<file path="config.mk">
export PLATFORM = sky130hd
export DESIGN_NAME = pixel_pack_fifo
export DESIGN_NICKNAME = d
export VERILOG_FILES = /design/src/rtl/pixel_pack_fifo_pkg.sv /design/src/rtl/sync_fifo_sa.sv /design/src/rtl/pixel_pack_fifo.sv
export SDC_FILE = /design/constraint.sdc
export NUM_CORES = 1
export LEC_CHECK = 0
export CAP_MARGIN = 20
export CORE_MARGIN = 5
export CORE_UTILIZATION = 60
export DETAILED_ROUTE_END_ITERATION = 6
export GPL_ROUTABILITY_DRIVEN = 0
export MAX_ROUTING_LAYER = met4
export PLACE_DENSITY = 0.84
export SYNTH_ARGS = -nofsm -noshare
export SYNTH_HDL_FRONTEND = slang
export SYNTH_HIERARCHICAL = 1
export SYNTH_SLANG_ARGS = --single-unit
</file>
<file path="constraint.sdc">
create_clock -name clk -period 8 [get_ports clk]
set_input_delay 2.4 -clock clk [delete_from_list [all_inputs] [get_ports clk]]
set_output_delay 2.4 -clock clk [all_outputs]
set_load 0.005 [all_outputs]
</file>
<file path="src/rtl/pixel_pack_fifo_pkg.sv">
// Shared types and constants for the pixel packer and its word FIFO.
package pixel_pack_fifo_pkg;

  localparam int unsigned PIX_W  = 8;
  localparam int unsigned WORD_W = 32;

  typedef logic [1:0] byte_idx_t;

  typedef struct packed {
    logic [WORD_W-1:0] data;
    logic              last;
  } fifo_entry_t;

  function automatic int unsigned frame_pixels(input int unsigned w, input int unsigned h);
    return w * h;
  endfunction

endpackage

</file>
<file path="src/rtl/sync_fifo_sa.sv">
// Generic show-ahead synchronous FIFO: the head entry is always visible on rdata_o.
// DEPTH must be a power of 2 so the pointers wrap naturally.
module sync_fifo_sa #(
  parameter  int unsigned WIDTH = 33,
  parameter  int unsigned DEPTH = 8,
  localparam int unsigned PtrW  = (DEPTH > 1) ? $clog2(DEPTH) : 1,
  localparam int unsigned CntW  = $clog2(DEPTH + 1)
) (
  input  logic             clk,
  input  logic             rstn,
  input  logic             clr_i,
  input  logic             push_i,
  input  logic [WIDTH-1:0] wdata_i,
  input  logic             pop_i,
  output logic [WIDTH-1:0] rdata_o,
  output logic             empty_o,
  output logic             full_o,
  output logic [CntW-1:0]  count_o
);

  logic [WIDTH-1:0] mem_q [DEPTH];
  logic [PtrW-1:0]  wr_ptr_q, rd_ptr_q;
  logic [CntW-1:0]  count_q;
  logic             do_push, do_pop;

  assign empty_o = (count_q == '0);
  assign full_o  = (count_q == CntW'(DEPTH));
  assign count_o = count_q;
  assign do_pop  = pop_i && !empty_o;
  assign do_push = push_i && (!full_o || do_pop);

  // Head is forced to zero while empty so a flushed FIFO reads back like a reset one.
  assign rdata_o = empty_o ? '0 : mem_q[rd_ptr_q];

  always_ff @(posedge clk or negedge rstn) begin
    if (!rstn) begin
      wr_ptr_q <= '0;
      rd_ptr_q <= '0;
      count_q  <= '0;
    end else if (clr_i) begin
      wr_ptr_q <= '0;
      rd_ptr_q <= '0;
      count_q  <= '0;
    end else begin
      if (do_push) wr_ptr_q <= wr_ptr_q + 1'b1;
      if (do_pop)  rd_ptr_q <= rd_ptr_q + 1'b1;
      case ({do_push, do_pop})
        2'b10:   count_q <= count_q + 1'b1;
        2'b01:   count_q <= count_q - 1'b1;
        default: count_q <= count_q;
      endcase
    end
  end

  always_ff @(posedge clk) begin
    if (do_push && !clr_i) mem_q[wr_ptr_q] <= wdata_i;
  end

endmodule

</file>
<file path="src/rtl/pixel_pack_fifo.sv">
// Packs 8-bit pixels into 32-bit little-endian words, buffers them and tags frame ends.
// Optional per-frame checksum on frame_sum when PACK_CHECKSUM_EN is defined.
module pixel_pack_fifo
  import pixel_pack_fifo_pkg::*;
#(
  parameter  int unsigned IMG_WIDTH    = 32,
  parameter  int unsigned IMG_HEIGHT   = 32,
  parameter  int unsigned FIFO_DEPTH   = 8,
  localparam int unsigned FRAME_PIXELS = frame_pixels(IMG_WIDTH, IMG_HEIGHT),
  localparam int unsigned LevelW       = $clog2(FIFO_DEPTH + 1),
  localparam int unsigned CntW         = (FRAME_PIXELS > 1) ? $clog2(FRAME_PIXELS) : 1
) (
  input  logic              clk,
  input  logic              rstn,
  input  logic              clear,
  input  logic [PIX_W-1:0]  pixel_in,
  input  logic              valid_in,
  output logic              ready_out,
  output logic [WORD_W-1:0] rd_data,
  output logic              rd_last,
  output logic              rd_empty,
  input  logic              rd_en,
  output logic [LevelW-1:0] level,
  output logic              frame_done,
  output logic              underflow,
  output logic [15:0]       frame_sum
);

  byte_idx_t         byte_idx_q;
  logic [CntW-1:0]   pix_cnt_q;
  logic [WORD_W-1:0] word_q, word_ins;
  logic              frame_done_q, underflow_q;
  logic              last_pix, complete, accept, push, fifo_full;
  fifo_entry_t       push_entry, head_entry;

  assign last_pix  = (pix_cnt_q == CntW'(FRAME_PIXELS - 1));
  assign complete  = (byte_idx_q == 2'd3) || last_pix;
  // Only registered state and clear feed ready_out, keeping rd_en/valid_in off this path.
  assign ready_out = !clear && !(fifo_full && complete);
  assign accept    = valid_in && ready_out;
  assign push      = accept && complete;

  always_comb begin
    word_ins = word_q;
    word_ins[{byte_idx_q, 3'b000} +: PIX_W] = pixel_in;
  end

  assign push_entry.data = word_ins;
  assign push_entry.last = last_pix;

  always_ff @(posedge clk or negedge rstn) begin
    if (!rstn) begin
      byte_idx_q   <= '0;
      pix_cnt_q    <= '0;
      word_q       <= '0;
      frame_done_q <= 1'b0;
      underflow_q  <= 1'b0;
    end else if (clear) begin
      byte_idx_q   <= '0;
      pix_cnt_q    <= '0;
      word_q       <= '0;
      frame_done_q <= 1'b0;
      underflow_q  <= 1'b0;
    end else begin
      frame_done_q <= push && last_pix;
      if (rd_en && rd_empty) underflow_q <= 1'b1;
      if (accept) begin
        byte_idx_q <= complete ? '0 : byte_idx_q + 1'b1;
        pix_cnt_q  <= last_pix ? '0 : pix_cnt_q + 1'b1;
        // Zeroing on push leaves unused upper bytes of a short frame-end word at zero.
        word_q     <= complete ? '0 : word_ins;
      end
    end
  end

  sync_fifo_sa #(
    .WIDTH ($bits(fifo_entry_t)),
    .DEPTH (FIFO_DEPTH)
  ) u_fifo (
    .clk     (clk),
    .rstn    (rstn),
    .clr_i   (clear),
    .push_i  (push),
    .wdata_i (push_entry),
    .pop_i   (rd_en),
    .rdata_o (head_entry),
    .empty_o (rd_empty),
    .full_o  (fifo_full),
    .count_o (level)
  );

  assign rd_data    = head_entry.data;
  assign rd_last    = head_entry.last;
  assign frame_done = frame_done_q;
  assign underflow  = underflow_q;

`ifdef PACK_CHECKSUM_EN
  logic [15:0] sum_acc_q, sum_next, frame_sum_q;

  assign sum_next = sum_acc_q + 16'(pixel_in);

  always_ff @(posedge clk or negedge rstn) begin
    if (!rstn) begin
      sum_acc_q   <= '0;
      frame_sum_q <= '0;
    end else if (clear) begin
      sum_acc_q <= '0;
    end else if (accept) begin
      if (last_pix) begin
        frame_sum_q <= sum_next;
        sum_acc_q   <= '0;
      end else begin
        sum_acc_q <= sum_next;
      end
    end
  end

  assign frame_sum = frame_sum_q;
`else
  assign frame_sum = '0;
`endif

endmodule

</file>
* Yosys cells after proc, flatten, opt, wreduce, memory -nomap -nowiden
Memory sizes are Yosys's and may differ from the RTL's. Cells that the tools add are included.
Word-level totals: register bits 56, RAM bits 264, input port bits 13, output and inout bits 57, logic and storage cells 66, memories kept 1
Operators by class: add/sub/neg operators 7, eq/ne operators 5, shift-type cells 2, mux-type cells 22, reduce and logical (&&, ||, !) cells 21
Memory list:
- u_fifo.mem_q | depth 8, width 33, rd ports 1, clocked after Yosys merged registers in 0, wr ports 1, RTL line sync_fifo_sa.sv:21 | logic [WIDTH-1:0] mem_q [DEPTH];
Operator list (count):
- two-way mux 32 bit | 3
- two-way mux 33 bit | 1
- bitwise mux 32 bit | 1
- variable shift 8 x 7 -> 32 bit, first input constant | 1
- indexed part select 8 x 7 -> 32 bit | 1
- two-way mux 10 bit | 3
- two-way mux 3 bit | 4
- adder 10 x 1 -> 10 bit, second input constant | 1
- == test 10 bit, second input constant | 1
- logical AND 1 bit | 9
- case mux 4 bit (2 select lines) | 1
- nonzero test 2 bit | 4
- negation 5 -> 7 bit | 1
- adder 3 x 1 -> 3 bit, second input constant | 2
- two-way mux 2 bit | 3
- two-way mux 1 bit | 5
- adder 4 x 1 -> 4 bit, second input constant | 1
- == test 2 bit, second input constant | 2
- == test 4 bit, second input constant | 1
- logical NOT 1 bit | 4
- logical NOT 4 bit | 1
- two-way mux 4 bit | 1
- subtractor 4 x 1 -> 4 bit, second input constant | 1
- nonzero test 3 bit | 1
- 3 further kinds | 4

* Logic depth before layout (Yosys ltp)
depth after elaboration 11, gate-level depth with buffers 13, gate-level depth less buffers 12

* Hierarchy
Netlist, hierarchy kept.
Modules (own cells, without submodules):
- sync_fifo_sa | times used 1, cells each 501, area an instance 10725.3 µm², sequential area each 8177.8 µm²
- pixel_pack_fifo | times used 1, cells each 279, area an instance 2606.2 µm², sequential area each 1151.1 µm²

* Worst setup path before layout
OpenSTA, ideal clock, no wires.
path type input to register, start point input valid_in, end point memory u_fifo.mem_q[4][0], enable pin, setup time 0.518 ns, arrival 6.913 ns, required time 7.482 ns, slack 0.570 ns, cell stages on the path 6, buffers on the path 1, cells stage by stage a21bo_1 -> a41o_4 -> nor3_1 -> clkbuf_1 -> o21ai_1 -> nor4b_1
On the way: cells in the longest elaborated chain, start to end 6
RTL lines:
- start: declaration | RTL line pixel_pack_fifo.sv:17 | input logic valid_in,
- logical AND 1 bit | RTL line pixel_pack_fifo.sv:40 | assign accept = valid_in && ready_out;
- logical AND 1 bit | RTL line pixel_pack_fifo.sv:41 | assign push = accept && complete;
- net push | RTL line pixel_pack_fifo.sv:33 | logic last_pix, complete, accept, push, fifo_full;
- logical AND 1 bit | RTL line sync_fifo_sa.sv:30 | assign do_push = push_i && (!full_o || do_pop);
- logical AND 1 bit | RTL line sync_fifo_sa.sv:56 | if (do_push && !clr_i) mem_q[wr_ptr_q] <= wdata_i;
- two-way mux 1 bit | RTL line sync_fifo_sa.sv:56
- two-way mux 1 bit (not written as such) | RTL line sync_fifo_sa.sv:56
- end: declaration | RTL line sync_fifo_sa.sv:21
The timed path passes the listed nets, and every way through them passes these cells.

* Worst setup path after layout
start point register u_fifo.rd_ptr_q[0], end point output rd_data[16]
On the way: cells in the longest elaborated chain, start to end 2
RTL lines:
- start: declaration | RTL line sync_fifo_sa.sv:22 | logic [PtrW-1:0] wr_ptr_q, rd_ptr_q;
- start signal: assignment | RTL line sync_fifo_sa.sv:46 | if (do_pop) rd_ptr_q <= rd_ptr_q + 1'b1;
- memory (8 x 33 bit)
- two-way mux 33 bit | RTL line sync_fifo_sa.sv:33 | assign rdata_o = empty_o ? '0 : mem_q[rd_ptr_q];
- end: declaration | RTL line pixel_pack_fifo.sv:19 | output logic [WORD_W-1:0] rd_data,
No other way between the ends.

==> impl_results.md <==
- Fin crit share: around 74%
- Asr flop ratio synth: 17.5%
- Clock Sinks: 320
- Initial DRT Pass Iterations: 5
- Synth Instances: between 700 and 800
- Storage cell area: approximately 0.0093 mm²
- Fillers: 1320
- Hold_buf cts: 0
- Vias/cell: between 6 and 7
- Status: finished, final reports clean
- Power Density: ~250 mW/mm²
- CTS tree: yes
- Post-DR wirelength/cell: around 24 µm
- GR Util All Layers: about 22%
- Clock Skews: approximately 10 ps
- Crit path kind: reg -> out
- Required time of the critical path: about 5600 ps
- Synth warn: 6
- Share of the synthesized area in the top cell type: about three fifths
- Total wire length: roughly 27000 µm
- Reg2reg path depth: 12
- Fin nets: about 870
- Area Overhead vs Synth: 14.1%
- Largest cells by area after synthesis: edfxtp_1 (59%), mux4_2 (11%), dfrtp_1 (11%), mux2i_1 (2.6%), a22o_1 (1.8%)
- Worst r2r dst: u_fifo/count_o[3]
- Grt ovf: 0
- H-tree lvl count: 1
- Starting density of the core: between 60 and 70%
- Postcts setup bufs: 0
- Die ar.: between 0.02 and 0.03 mm²
- Post-synthesis register bit count: 320
- Row count: 54
- Vias in the first global route: between 7000 and 8000
- Reg-to-reg critical path startpoint: pix_cnt_q[0]
- Post-DP HPWL: roughly 15000 µm
- Drc violations: 0
- Post-synth cell types: 59
- # IOs: 70
- Non-Filler Instances: between 1000 and 1500
- Clock Latency Late Sink: ~540 ps
- CP startpoint: u_fifo/rd_ptr_q[0]
- Largest net degree at the start of global routing: between 50 and 60
- Unrepaired setup endpoints after global routing: false
- Antenna-violating nets left: 0
- Worst R2R Setup Slack: a little over 4000 ps
- Core footprint: ~0.022 mm²
- Final setup vio count: 0
- Root buffer cell: clkbuf_16
- Number of synthesized flops with an enable pin: approximately 260
- Die H: ~160 µm
- CTS clk-pin slew, worst paths: 60 ps
- CTS Buffer Depth: 3
- Critical Path End: rd_data[16]
- Max_cap viols: 0
- Avg Inst Size Synth: between 15 and 20 µm²
- Lkg Pwr: 5.10 nW
- Top-count cell post-synth: edfxtp_1
- ANT cells: 0
- Fin Setup TNS: 0 ps
- Die width: 159 µm
- Final hold violation count: 0
- Drt initial violations: 778
- Worst-Margin Slew: 1110 ps
- First-pass GRT wire length: between 40000 and 50000 µm
- Fmax: 170 MHz
- Multi-input gate area: around 0.0036 mm²
- CP startpoint kind: flip-flop
- Max-Slew Margin vs Limit: around a quarter
- Worst Path Max Fanout: 48
- Layout cell share with drive strength beyond 1: about a fifth
- Sequential element share of the synthesized area: 70.0%
- Placed Area: between 0.01 and 0.015 mm²
- Critical path data arrival time: ~3500 ps
- Critical Path Sink Type: output pin
- Inserted Clock Buffers: 30
- Port Buffers: between 50 and 60
- Final Cell Area: 0.0152 mm²
- Overall power consumption: between 3 and 4 mW
- Cell taking the most area after synthesis: edfxtp_1
- Synth cell count leaders: edfxtp_1 (264), mux4_2 (66), dfrtp_1 (56)
- Netlist Area Pre-Place: between 0.01 and 0.015 mm²
- Prevailing post-synth register cell: edfxtp_1
- VDD IR max: 182 µV
- Via count: between 7000 and 8000
- Fin. max-slew vios: 0
- Resize count post-CTS: 0
- Placed cells: roughly 1100
- Hold crit path type: reg -> reg
- Initial antenna violation count: 0
- Crit path time final: 5890 ps
state kept, by name, indices dropped and copies added (netlist names):
signal	flops
u_fifo/mem_q	264
frame_done	1
pix_cnt_q	10
u_fifo/rd_ptr_q	3
underflow	1
word_q	32
u_fifo/count_o	4
byte_idx_q	2
u_fifo/wr_ptr_q	3
placed cells by master (no fill, tap or decap), types with 7 or more instances in the layout:
cell / synthesis / final
a22o_1: 27 / 27
a2bb2oi_1: 8 / 8
buf_4: 22 / 15
clkbuf_16: 0 / 31
clkdlybuf4s50_1: 0 / 52
clkinv_2: 0 / 10
conb_1: 1 / 16
dfrtp_1: 56 / 53
edfxtp_1: 264 / 264
ha_1: 11 / 11
inv_1: 47 / 47
mux2i_1: 35 / 35
mux4_2: 66 / 66
nand2_1: 35 / 35
nor2_1: 52 / 51
o21ai_0: 27 / 27
o2bb2ai_1: 9 / 9
xnor2_1: 7 / 7
per-layer routing:
metal	vias to the layer above	global-route usage, %	wire (µm)
li1	3122	-	-
met1	3678	29.8	11000
met2	328	35.8	13900
met3	50	2.82	1690
met4	0	4.65	520
met5	-	-	0
how the worst min path moves through the flow:
stage	cells after the start	endpoint	start
6_report	1	word_q[18]	word_q[18]
2_1_floorplan	1	word_q[16]	word_q[16]
3_3_place_gp	1	word_q[19]	word_q[19]
4_1_cts	1	word_q[18]	word_q[18]
3_5_place_dp	1	word_q[23]	word_q[23]
5_1_grt	1	word_q[18]	word_q[18]
per-stage QoR:
step,utilization [%],setup slack [ps],hold slack (ps)
global placement,64.6,2170,470
floorplan,-,570,456
detailed placement,64.6,2090,480
CTS,69.3,1950,494
finish,69.7,2110,495
global route,69.7,1800,500
power breakdown:
group | internal, mW | switching (mW) | total [mW]
Combinational | 0.302 | 0.232 | 0.534
Clock | 0.868 | 0.603 | 1.47
Sequential | 1.81 | 0.0509 | 1.86
layout make-up:
| class | instances | share of cell area (%) |
|---|---|---|
| flip-flops and latches | 320 | 61.4 |
| multi-input cells | 370 | 23.6 |
| clock buffers | 33 | 5.15 |
| repair buffers | 78 | 4.75 |
| well taps | 280 | 2.30 |
| clock inverters | 23 | 1.65 |
| inverters | 48 | 1.18 |
worst max-delay path: stages (launching register included):
cell and delay, ps:
dfrtp_4 1050, buf_4 530, mux4_2 560, mux2i_1 230, nor2_1 70, clkdlybuf4s50_1 490
cell families (layout without fill, tap and decap cells):
family	count (synthesis)	after routing	share of synthesized area, %
buf+inv	105	182	3.90
compound gates	94	94	5.40
flops	320	320	70.0
fa+ha+maj	11	11	1.03
xor+xnor	9	9	0.591
other cells	1	16	0.0281
simple gates	136	136	5.01
mux	104	104	14.1
(Power assumes the default switching activity.)
